===== src/rtl/wb_master_arbiter.sv =====
// -----------------------------------------------------------------------------
// wb_master_arbiter
//
// Two-master Wishbone arbiter. It shares one slave-side bus between the LIMB
// bridge (m0) and a secondary master (m1). Ties are broken in favour of the
// master that was not served last. A grant is held for as long as the owner
// keeps cyc high, so bursts are never preempted. A watchdog ends strobes that
// the slave never acknowledges with a one-cycle bus error.
//
// Parameters
//   TIMEOUT   number of consecutive unacknowledged strobe cycles before the
//             bus error is raised (2..255)
//
// Ports
//   clk, nreset              system clock; asynchronous active-low reset
//   m0_*_i / m1_*_i          master request side (adr 36, dat 32, sel 4,
//                            we, stb, cyc)
//   m0_*_o / m1_*_o          read data, ack and err back to each master
//   s_*_o                    shared slave-side request bus
//   s_dat_i, s_ack_i         slave read data and acknowledge
//   gnt_o                    one-hot grant (01 = m0, 10 = m1, 00 = idle)
// -----------------------------------------------------------------------------
`timescale 1ns/1ps

module wb_master_arbiter #(
  parameter int TIMEOUT = 255
) (
  input  logic        clk,
  input  logic        nreset,

  input  logic [35:0] m0_adr_i,
  input  logic [31:0] m0_dat_i,
  input  logic [3:0]  m0_sel_i,
  input  logic        m0_we_i,
  input  logic        m0_stb_i,
  input  logic        m0_cyc_i,
  output logic [31:0] m0_dat_o,
  output logic        m0_ack_o,
  output logic        m0_err_o,

  input  logic [35:0] m1_adr_i,
  input  logic [31:0] m1_dat_i,
  input  logic [3:0]  m1_sel_i,
  input  logic        m1_we_i,
  input  logic        m1_stb_i,
  input  logic        m1_cyc_i,
  output logic [31:0] m1_dat_o,
  output logic        m1_ack_o,
  output logic        m1_err_o,

  output logic [35:0] s_adr_o,
  output logic [31:0] s_dat_o,
  output logic [3:0]  s_sel_o,
  output logic        s_we_o,
  output logic        s_stb_o,
  output logic        s_cyc_o,
  input  logic [31:0] s_dat_i,
  input  logic        s_ack_i,

  output logic [1:0]  gnt_o
);

  // The state encoding is the one-hot grant itself, so gnt_o is registered.
  typedef enum logic [1:0] {
    IDLE = 2'b00,
    GNT0 = 2'b01,
    GNT1 = 2'b10
  } state_t;

  // Watchdog count at which the current strobe cycle is the TIMEOUT-th one.
  localparam logic [7:0] WD_LIMIT = 8'(TIMEOUT - 1);

  state_t      state;
  state_t      state_next;
  logic        last_m1;
  logic [7:0]  wd_cnt;
  logic        wd_hit;
  logic [1:0]  rst_sync;
  logic        arb_en;

  // Reset release synchroniser. Assertion is asynchronous. Release reaches the
  // arbiter only after two rising edges, so a request present while nreset
  // deasserts cannot be granted before the second edge.
  always_ff @(posedge clk or negedge nreset) begin
    if (!nreset) begin
      rst_sync <= 2'b00;
    end else begin
      rst_sync <= {rst_sync[0], 1'b1};
    end
  end

  assign arb_en = rst_sync[1];

  // Grant register and fairness memory. last_m1 resets to 1 so that m0 wins
  // the first tie. It is updated only when a grant is issued from IDLE.
  always_ff @(posedge clk or negedge nreset) begin
    if (!nreset) begin
      state   <= IDLE;
      last_m1 <= 1'b1;
    end else begin
      state <= state_next;
      if (state == IDLE && state_next != IDLE) begin
        last_m1 <= (state_next == GNT1);
      end
    end
  end

  // Arbitration. Once granted, a master keeps the bus until it drops cyc. The
  // return to IDLE guarantees at least one idle cycle between two grants.
  always_comb begin
    state_next = state;
    case (state)
      IDLE: begin
        if (arb_en) begin
          if (m0_cyc_i && m1_cyc_i) begin
            state_next = last_m1 ? GNT0 : GNT1;
          end else if (m0_cyc_i) begin
            state_next = GNT0;
          end else if (m1_cyc_i) begin
            state_next = GNT1;
          end
        end
      end
      GNT0: begin
        if (!m0_cyc_i) begin
          state_next = IDLE;
        end
      end
      GNT1: begin
        if (!m1_cyc_i) begin
          state_next = IDLE;
        end
      end
      default: begin
        state_next = IDLE;
      end
    endcase
  end

  // Slave-side multiplexer. It passes the granted master straight through and
  // holds the bus at zero when idle.
  always_comb begin
    s_adr_o = '0;
    s_dat_o = '0;
    s_sel_o = '0;
    s_we_o  = 1'b0;
    s_stb_o = 1'b0;
    s_cyc_o = 1'b0;
    case (state)
      GNT0: begin
        s_adr_o = m0_adr_i;
        s_dat_o = m0_dat_i;
        s_sel_o = m0_sel_i;
        s_we_o  = m0_we_i;
        s_stb_o = m0_stb_i;
        s_cyc_o = m0_cyc_i;
      end
      GNT1: begin
        s_adr_o = m1_adr_i;
        s_dat_o = m1_dat_i;
        s_sel_o = m1_sel_i;
        s_we_o  = m1_we_i;
        s_stb_o = m1_stb_i;
        s_cyc_o = m1_cyc_i;
      end
      default: begin
      end
    endcase
  end

  // The error fires on the strobe cycle that would bring the count to TIMEOUT.
  // An ack in that same cycle takes priority. A cycle in which the owner has
  // already dropped cyc is an abort and never produces an error.
  assign wd_hit = s_cyc_o && s_stb_o && !s_ack_i && (wd_cnt == WD_LIMIT);

  // Watchdog counter. It clears on ack, on an idle strobe, on any grant
  // change and after it fires. Otherwise it counts and saturates at its
  // maximum value instead of wrapping.
  always_ff @(posedge clk or negedge nreset) begin
    if (!nreset) begin
      wd_cnt <= 8'd0;
    end else if ((state_next != state) || !s_stb_o || s_ack_i || wd_hit) begin
      wd_cnt <= 8'd0;
    end else if (wd_cnt != 8'hFF) begin
      wd_cnt <= wd_cnt + 8'd1;
    end
  end

  assign gnt_o    = state;
  assign m0_dat_o = s_dat_i;
  assign m1_dat_o = s_dat_i;
  assign m0_ack_o = s_ack_i && m0_stb_i && (state == GNT0);
  assign m1_ack_o = s_ack_i && m1_stb_i && (state == GNT1);
  assign m0_err_o = wd_hit && (state == GNT0);
  assign m1_err_o = wd_hit && (state == GNT1);

endmodule


===== config.mk =====
export PLATFORM = sky130hd
export DESIGN_NAME = wb_master_arbiter
export DESIGN_NICKNAME = d
export VERILOG_FILES = /design/src/rtl/wb_master_arbiter.sv
export SDC_FILE = /design/constraint.sdc
export NUM_CORES = 1
export LEC_CHECK = 0
export CORE_AREA = 4 4 127 129
export DETAILED_ROUTE_END_ITERATION = 8
export DIE_AREA = 0 0 131 133
export GPL_TIMING_DRIVEN = 0
export HOLD_SLACK_MARGIN = 0.03
export PLACE_DENSITY = 0.59
export SYNTH_ARGS = -nofsm -noshare
export SYNTH_HDL_FRONTEND = slang
export SYNTH_SLANG_ARGS = --single-unit

===== constraint.sdc =====
create_clock -name clk -period 2.29 [get_ports clk]
set_clock_uncertainty 0.1 [all_clocks]
set_input_delay 0.5725 -clock clk [delete_from_list [all_inputs] [get_ports clk]]
set_output_delay 0.5725 -clock clk [all_outputs]
set_load 0.01 [all_outputs]

# After elaboration in Yosys (flattened, before gate mapping)
# Index checks and enable logic that the tools add are counted.
dict set report classes {
  n_addsub 1
  div_mod_pow 0
  n_mul 0
  reduce_logical 19
  bitwise 0
  shift 0
  muxes 16
  order_cmp 0
  n_eq_ne 6
}
# cell count
set op_table {}
lappend op_table {{one-hot mux 36 bit (2 select lines)} 1}
lappend op_table {{one-hot mux 32 bit (2 select lines)} 1}
lappend op_table {{2-to-1 mux 8 bit} 2}
lappend op_table {{2-to-1 mux 2 bit} 7}
lappend op_table {{logical AND 1 bit} 11}
lappend op_table {{adder 8 x 1 -> 8 bit (second input constant)} 1}
lappend op_table {{equality test 8 bit (second input constant)} 1}
lappend op_table {{!= test 8 bit (second input constant)} 1}
lappend op_table {{one-hot mux 4 bit (2 select lines)} 1}
lappend op_table {{one-hot mux 1 bit (2 select lines)} 3}
lappend op_table {{one-hot mux 2 bit (3 select lines)} 1}
lappend op_table {{equality test 2 bit (second input constant)} 2}
lappend op_table {{nonzero test 2 bit} 2}
lappend op_table {{logical OR 1 bit} 3}
lappend op_table {{equality test 2 x 1 -> 1 bit (second input constant)} 1}
lappend op_table {{zero test 1 bit} 2}
lappend op_table {{zero test 2 bit} 1}
lappend op_table {{!= test 2 bit} 1}
dict set report totals {
  register_bits 13
  mem_bits_rw 0
  latch_bits 0
  rom_bits 0
  memories 0
}

# Logic depth before layout (Yosys ltp)
dict set report depth {
  word_depth 10
  ltp_mapped 8
}

# Worst setup path before layout
# No wires, ideal clock.
dict set report synth_path {
  path_type {reg2out}
  start {reg state[0], in the netlist gnt_o[0]}
  end {out s_adr_o[10]}
  path_slack_ns 0.037
  path_stages_with_launch 6
  arrival_ns 1.581
  cell_sequence {dfrtp_1 -> inv_1 -> ha_1 -> clkbuf_1 -> clkbuf_1 -> nor2b_1}
}
dict set report synth_via {
  elab_chain_len 2
  elab_cells_between_ends 3
  classes_between {2 x eq/ne; 1 x mux}
}
# item line
set synth_rtl {}
lappend synth_rtl {{from (decl)} 73} ;# state_t state;
lappend synth_rtl {{from (signal assigned)} 101} ;# state <= state_next;
lappend synth_rtl {{equality test 2 bit / equality test 2 x 1 -> 1 bit (equally long branches)} 149} ;# case (state)
lappend synth_rtl {{one-hot mux 36 bit (2 select lines) (*)} 149}
lappend synth_rtl {{to (decl)} 51} ;# output logic [35:0] s_adr_o,
# Mark *: on every way between the ends. The rest lies on a longest branch, timed or not.

# Worst setup path in the final report
dict set report layout_path {
  start {reg state[0], in the netlist gnt_o[0]}
  end {out m1_err_o}
}
dict set report layout_via {
  elab_chain_len 6
  elab_cells_between_ends 8
  classes_between {2 x eq/ne; 2 x mux; 4 x reduce/logical}
}
# item line
set layout_rtl {}
lappend layout_rtl {{equality test 2 bit / equality test 2 x 1 -> 1 bit (equally long branches)} {149, 195}}
lappend layout_rtl {{one-hot mux 1 bit (2 select lines)} 149}
lappend layout_rtl {{logical AND 1 bit (3 in series)} 174} ;# assign wd_hit = s_cyc_o && s_stb_o && !s_ack_i && (wd_cnt == WD_LIMIT);
lappend layout_rtl {{logical AND 1 bit (*)} 195} ;# assign m1_err_o = wd_hit && (state == GNT1);
lappend layout_rtl {{to (decl)} 49} ;# output logic m1_err_o,
# Marks and branches as above.

==> metrics.txt <==
reg2reg start=gnt_o[0]; fmax=411 MHz; P_leak=2.59 nW; GRT Overall Usage=15.2%; fin. max-slew vios=0; CTS sink cnt=13; Max-Cap Viols=0; WL per Instance=17.7 um; Post-route DRC=0; register bit count reported by yosys=13; global route overflow=0; layout cell share with drive strength beyond 1=43.9%; die height=133 um; CP bufs+invs=3; EDFF count, synth=0; fin util=42.5%; Routed Antenna Nets=0; # diodes=0; first-pass GRT wire length=20900 um; CP Launch Type=register; crit-path max cell delay=430 ps; Crit Path Class=reg2out; Synth Net Count=516; commonest non-fill, non-tap cell in the layout=clkdlybuf4s50_1; vias=3624; failing checks=setup timing; DP Area=5650 sq um; largest net degree at the start of global routing=14; CP arrival=1760 ps; r2r worst-path depth=9; CTS tree=built; final net count=841; Hold Path Stages=0; Initial Utilization=16.2%; pwr/cell area=778 nW/um^2; most frequent CP cell=buf_6; commonest non-fill, non-tap cells in the layout=216 x clkdlybuf4s50_1, 77 x buf_4, 72 x a22oi_2, 70 x buf_2, 69 x nor2b_1; Final Cycle Share=106%; cells after synthesis=325; Max clock buf depth=2; Hold Path Class=reg2reg; relative slew slack=61.6%; final wirelength=14800 um; Starting DRT DRC Count=108; final hold vios=0; crit path max-delay cell type=dfrtp_2; Top Ports=330; dominant cell type by area after synthesis=a22oi_1; Seq/Total Area, Yosys=13.4%; mean post-synth cell area=7.51 sq um; worst slack, placed=-1170 ps; Final min period=2430 ps; port bufs=297; worst slew pin tran=574 ps; Clock Root Buffer=clkbuf_16; RSZ-0062 raised after global routing=yes; ranking of synthesized cells by area=a22oi_1 23%, buf_4 20%, nor2b_1 19%; routability cong.=0.874; total die area=17400 sq um; final hold slack=251 ps; TritonCTS Buffers=3; DRT Pass-1 Iters=4; H-tree levels=1; Hold Buf Count CTS=0; Hold Path Sink=rst_sync[1]; post-route setup slack=-143 ps; Crit. End Element=primary output; Synth cell types=36; die span in x=131 um; crit-path cells=buf_6 > ha_4 > buf_6 > a22oi_2 > nor2b_1 > nor3b_2 > and2_1 > buf_2; yosys warns=0; Clock Latency Late Sink=240 ps; Final HPWL DP=12000 um; via/cell ratio=4.33; Yosys top cell area share=23.1%; CTS clk-pin slew, worst paths=40 ps; vias in the first global route=3822; cell area after synthesis=2440 sq um; Top FF cell, synth=dfrtp_1; share of flip-flops with an asynchronous set or reset=100%; flop-to-flop setup slack=240 ps; core area=15000 sq um; area grow syn2layout=162%; Final Instance Area=6390 sq um; endpoints failing setup=58; initial antenna violation count=0; row cnt=45; R2R Path End=wd_cnt[5]; status=complete, but fails checks; Top delay family on crit path=flip-flops; hold_sp=rst_sync[0]; critical path required time=1620 ps; worst IR drop on VDD=361 uV; crit path max fanout=6
[registers in the layout (all words and copies together), names as in the netlist]
| register | flops |
|---|---|
| gnt_o | 2 |
| last_m1 | 1 |
| rst_sync | 2 |
| wd_cnt | 8 |
[through the flow]
step / power (mW) / TNS [ps] / cells
after detailed placement: 3.58 / -78650 / 810
after CTS: 4.58 / -5850 / 828
final: 4.97 / -5240 / 837
after floorplan: 1.94 / 0 / 325
after global routing: 5.30 / -8930 / 837
after global placement: 3.55 / -76940 / 810
[what timing repair did]
item                                    in CTS  in global routing
endpoints found under the setup margin      79                 76
pin swaps                                    9                  8
gates resized for setup                    423                 79
gates cloned                                 3                  3
buffers inserted                            11                  6
[kinds of logic after synthesis]
logic type,Yosys count,share of synthesized area (%)
multiplexers,2,0.821
other,1,0.154
XOR/XNOR,3,1.08
flip-flops,13,13.4
adder cells (fa/ha/maj),6,3.08
AO/OA/AOI/OAI,90,27.8
buffers and inverters,93,24.8
AND/OR/NAND/NOR,117,28.9
[cells in the mapped netlist (2+ instances only)]
library cell / number
clkbuf_1: 15
and4_1: 2
and2_1: 4
and3_1: 3
dfrtp_1: 12
buf_4: 64
a22oi_1: 75
nor2_1: 14
nor2b_1: 74
buf_1: 3
ha_1: 6
a211oi_2: 2
buf_2: 6
nand2_1: 6
nand4_1: 3
a21oi_1: 5
inv_1: 4
nand3_1: 4
mux2i_1: 2
o21ai_0: 3
nand3b_1: 2
xnor2_1: 2
[power by group]
part	total, mW	internal (mW)	leakage, nW	switching (mW)
sequential	0.298	0.267	0.169	0.0311
combinational	4.35	2.44	2.38	1.91
clock	0.320	0.234	0.0382	0.0858
[worst max-delay path by stage]
stage | from | to | slack, ps | cells past startpoint
6_report | gnt_o[0] | m1_err_o | -140 | 8
5_1_grt | gnt_o[0] | s_adr_o[23] | -210 | 7
4_1_cts | gnt_o[1] | s_adr_o[31] | -140 | 7
3_5_place_dp | gnt_o[0] | s_adr_o[29] | -1170 | 6
3_3_place_gp | gnt_o[0] | s_adr_o[29] | -1160 | 6
2_1_floorplan | gnt_o[0] | s_adr_o[10] | 40 | 5
[per-layer routing]
metal	part of all wire, %	GRT usage [%]
met5	0	0
met4	0.90	1.77
met3	8.6	3.63
met2	54	30.1
met1	37	16.4
[cell type report]
| cell class | instances | area [sq um] |
|---|---|---|
| repair buffers | 320 | 2870 |
| clock buffers | 4 | 78.8 |
| multi-input cells | 219 | 1940 |
| fillers | 1475 | 8650 |
| inverters | 4 | 20.0 |
| plain buffers | 89 | 913 |
| well taps | 188 | 235 |
| flip-flops and latches | 13 | 329 |
(Power assumes the default switching activity.)
==> RTL change 1: new RTL, same flow settings <==
Register the outputs `m0_err_o` and `m1_err_o`, without a reset; this adds one clock of latency there. The other outputs are not delayed to match.
--- a/src/rtl/wb_master_arbiter.sv
+++ b/src/rtl/wb_master_arbiter.sv
@@ -191,8 +191,10 @@
   assign m1_dat_o = s_dat_i;
   assign m0_ack_o = s_ack_i && m0_stb_i && (state == GNT0);
   assign m1_ack_o = s_ack_i && m1_stb_i && (state == GNT1);
-  assign m0_err_o = wd_hit && (state == GNT0);
-  assign m1_err_o = wd_hit && (state == GNT1);
+  always_ff @(posedge clk) begin
+    m0_err_o <= wd_hit && (state == GNT0);
+    m1_err_o <= wd_hit && (state == GNT1);
+  end
 
 endmodule
 
Check against the original RTL: same outputs for any inputs over 10 cycles, from zero or initial values and one cycle with nreset low; that may be too few to reach the edited logic, so the function may still have changed.
==> RTL change 1 against the original RTL <==
The flow still finishes with violations (setup timing); die area unchanged; core utilization up 0.85 points; synthesized area up 0.62%; power up 2.4%; sequential share of layout area up 0.51 points; sequential cell count up 2; worst setup slack better by 33 ps; sequential power up 12%; critical path depth down 1; cell area up 2.0%; routed wire length up 3.0%; cell count up 0.96%; critical endpoint is now s_dat_o[22]; largest cell class unchanged; highest routed layer unchanged.
==> RTL change 1: results (changes against the original RTL) <==
- Top Family by Delay on Critical Path: buffers and inverters
- Arrival time at the worst endpoint: 1730 ps (-30 ps)
- Violated checks: setup timing
- Hold slack: 247 ps (-4.14 ps)
- Least setup slack across all paths after layout: -111 ps (+32.8 ps)
- Cell types with the highest counts after synthesis: 75 x sky130_fd_sc_hd__a22oi_1, 75 x sky130_fd_sc_hd__nor2b_1, 64 x sky130_fd_sc_hd__buf_4, 21 x sky130_fd_sc_hd__clkbuf_1, 16 x sky130_fd_sc_hd__nor2_1
- Post-Place Worst Slack: -1120 ps (+48.3 ps)
- Met3 layer usage reported by global route: 3.31% (-0.32 points)
- Number of placed cells counting well taps: 813 (+0.37%)
- Result of the run: complete, but fails checks
- Setup violators final: 65 (+12%)
- Global-route usage over all layers: 15.6% (+0.38 points)
- First-pass GRT wire length: 21.3 mm (+2.3%)
- Critical R2R Capture: wd_cnt[4]
- Met3 layer wire length in the routed design: 1.38 mm (+7.6%)
- Synthesized Nets: 519 (+0.58%)
- Share of power burned in combinational logic: 86.7% (-0.9 points)
- Internal power: 0.00302 W (+2.7%)
- Worst Tran Pin Value: 568 ps (-5.69 ps)
- Maximum resistive drop on vdd: 306 uV (-15%)
- Leak Pwr: 2.62 nW (+1.0%)
- Mean instance size in the synthesized netlist: 7.48 sq um (-0.30%)
- Iteration-0 DRC Markers: 59 (-45%)
- Filler cells: 1501 (+1.8%)
- Sequential element share of the synthesized area: 14.9% (+1.5 points)
- Placed Instance Area: 5680 sq um (+0.49%)
- Total of flip-flops plus latches after synthesis: 15 (+2)
- Multi-input combinational gate total: 218 (-0.46%)
- Detail Placement HPWL: 11.8 mm (-2.2%)
- Via count of the first global-routing pass: 3965 (+3.7%)
- Number of buffers other than clock buffers in the final layout: 414 (+1.2%)
- Post-CTS sizing: 440 (+4.0%)
- Final weighted congestion in routability-driven placement: 0.818 (-6.4%)
- Met2 usage in global routing: 30.4% (+0.37 points)
- Switch share: 40.6% (-0.13 points)
==> RTL change 1: cell count changes after synthesis, moves of 2 or more <==
cell                       change
sky130_fd_sc_hd__nand4_1       -2
sky130_fd_sc_hd__and4_1        -2
sky130_fd_sc_hd__buf_2         -6
sky130_fd_sc_hd__a21oi_1       +2
sky130_fd_sc_hd__a211oi_2      -2
sky130_fd_sc_hd__mux2i_1       -2
sky130_fd_sc_hd__nor2_1        +2
sky130_fd_sc_hd__o211ai_1      +2
sky130_fd_sc_hd__dfxtp_1       +2
sky130_fd_sc_hd__inv_1         +2
sky130_fd_sc_hd__clkbuf_1      +6
==> RTL change 1: cell families (layout without fill, tap and decap cells) <==
group,Yosys count,in the layout,share of synthesized area [%]
xor+xnor,4,4,1.43
compound gates,93,93,27.9
simple gates,114,114,28.2
buf+inv,95,424,24.4
fa+ha+maj,6,6,3.06
flops,15,15,14.9
other cells,1,1,0.153
==> RTL change 2: new RTL, same flow settings <==
Made on the original files. The parameter `TIMEOUT` goes from 255 to 127.
--- a/src/rtl/wb_master_arbiter.sv
+++ b/src/rtl/wb_master_arbiter.sv
@@ -23,7 +23,7 @@
 `timescale 1ns/1ps
 
 module wb_master_arbiter #(
-  parameter int TIMEOUT = 255
+  parameter int TIMEOUT = 127
 ) (
   input  logic        clk,
   input  logic        nreset,
Function: no difference found for any inputs over 10 cycles, from zero or initial values and one cycle with nreset low; that may be too few to reach the edited logic, so the function may still have changed.
==> RTL change 2 against the original RTL <==
The flow still finishes with violations (setup timing); synthesized area increased by 1.9%; cell area increased by 8.4%; cell count increased by 1.7%; routed wire length increased by 16%; power increased by 17%; critical path type unchanged; worst setup slack improved by 22 ps; global-route usage increased by 2.2 points; register-to-register slack got worse by 140 ps; sequential cell count unchanged; core utilization increased by 3.6 points.
==> RTL change 2: results (changes against the original RTL) <==
- Least setup slack across all paths after layout: -121 ps (+22.2 ps)
- Arrival time at the worst endpoint: 1740 ps (-20 ps)
- Fraction of final layout cells sized beyond drive strength 1: 48.6% (+4.7 points)
- Main combinational cell family by area after synthesis: compound AO/OA/AOI/OAI gates
- Non-filler instance count after layout: 851 (+1.7%)
- Proportion of cell area occupied by registers: 4.75% (-0.40 points)
- Multiplexer share of the synthesized area: 0% (-0.82 points)
- Setup violators final: 56 (-3.4%)
- Sequential element share of the synthesized area: 13.1% (-0.26 points)
- Critical R2R Capture: wd_cnt[1]
- Maximum resistive drop on vdd: 468 uV (+30%)
- Top Family by Delay on Critical Path: buffers and inverters
- Summed area of non-filler cells in the final layout: 6920 sq um (+8.4%)
- Peak Freq: 415 MHz (+0.92%)
- Global-route usage over all layers: 17.5% (+2.2 points)
- Final weighted congestion in routability-driven placement: 0.840 (-3.9%)
- Filler cells: 1462 (-0.88%)
- Violated checks: setup timing
- Post-Place Worst Slack: -1070 ps (+92.2 ps)
- Setup TNS: -4050 ps (+1190 ps)
- Number of antenna diodes: 1 (+1)
- Final Net Count: 854 (+1.5%)
- Multi-input combinational gate total: 220 (+0.46%)
- Number of placed cells counting well taps: 813 (+0.37%)
- Cell count after synthesis: 328 (+0.92%)
- Leak Pwr: 2.79 nW (+7.8%)
- Adder and majority cell fraction of the synthesized area: 3.02% (-0.059 points)
- Cell types with the highest counts after synthesis: 74 x sky130_fd_sc_hd__a22oi_1, 73 x sky130_fd_sc_hd__nor2b_1, 64 x sky130_fd_sc_hd__buf_4, 23 x sky130_fd_sc_hd__clkbuf_1, 12 x sky130_fd_sc_hd__dfrtp_1
- Result of the run: complete, but fails checks
- Placed Instance Area: 5710 sq um (+1.1%)
- Iteration-0 DRC Markers: 73 (-32%)
RTL change 2: changes by cell type after synthesis, moves of 2 or more:
| cell | change |
|---|---|
| sky130_fd_sc_hd__clkbuf_1 | +8 |
| sky130_fd_sc_hd__nor2_1 | -7 |
| sky130_fd_sc_hd__buf_2 | -5 |
| sky130_fd_sc_hd__nor3_1 | +5 |
| sky130_fd_sc_hd__a2111oi_2 | +2 |
| sky130_fd_sc_hd__a211oi_2 | -2 |
| sky130_fd_sc_hd__a21oi_1 | +2 |
| sky130_fd_sc_hd__a22o_1 | +2 |
| sky130_fd_sc_hd__buf_1 | -2 |
| sky130_fd_sc_hd__mux2i_1 | -2 |
| sky130_fd_sc_hd__o21ai_0 | +2 |
RTL change 2: layer usage:
metal,GRT usage [%],part of all wire (%),vias up,wire [um]
met5,0,0,-,0
met4,4.40,2.3,0,396
met3,2.42,5.7,24,986
met2,32.1,53,151,9180
met1,20.9,38,1762,6600
li1,-,-,1797,-
RTL change 2: timing repair:
item,in CTS,in global routing
endpoints found under the setup margin,83,82
gates cloned,12,4
pin swaps,11,6
setup buffers,12,10
resized for setup,499,69
RTL change 2: power by group through the flow:
| stage | clock, W | combinational, W | sequential [W] |
|---|---|---|---|
| 5_1_grt | 0.000343 | 0.00549 | 0.000311 |
| 4_1_cts | 0.000332 | 0.00476 | 0.000308 |
| 3_5_place_dp | 0 | 0.00337 | 0.000322 |
| 3_3_place_gp | 0 | 0.00337 | 0.000318 |
| 2_1_floorplan | 0 | 0.00171 | 0.000315 |
| 6_report | 0.000324 | 0.00519 | 0.000308 |
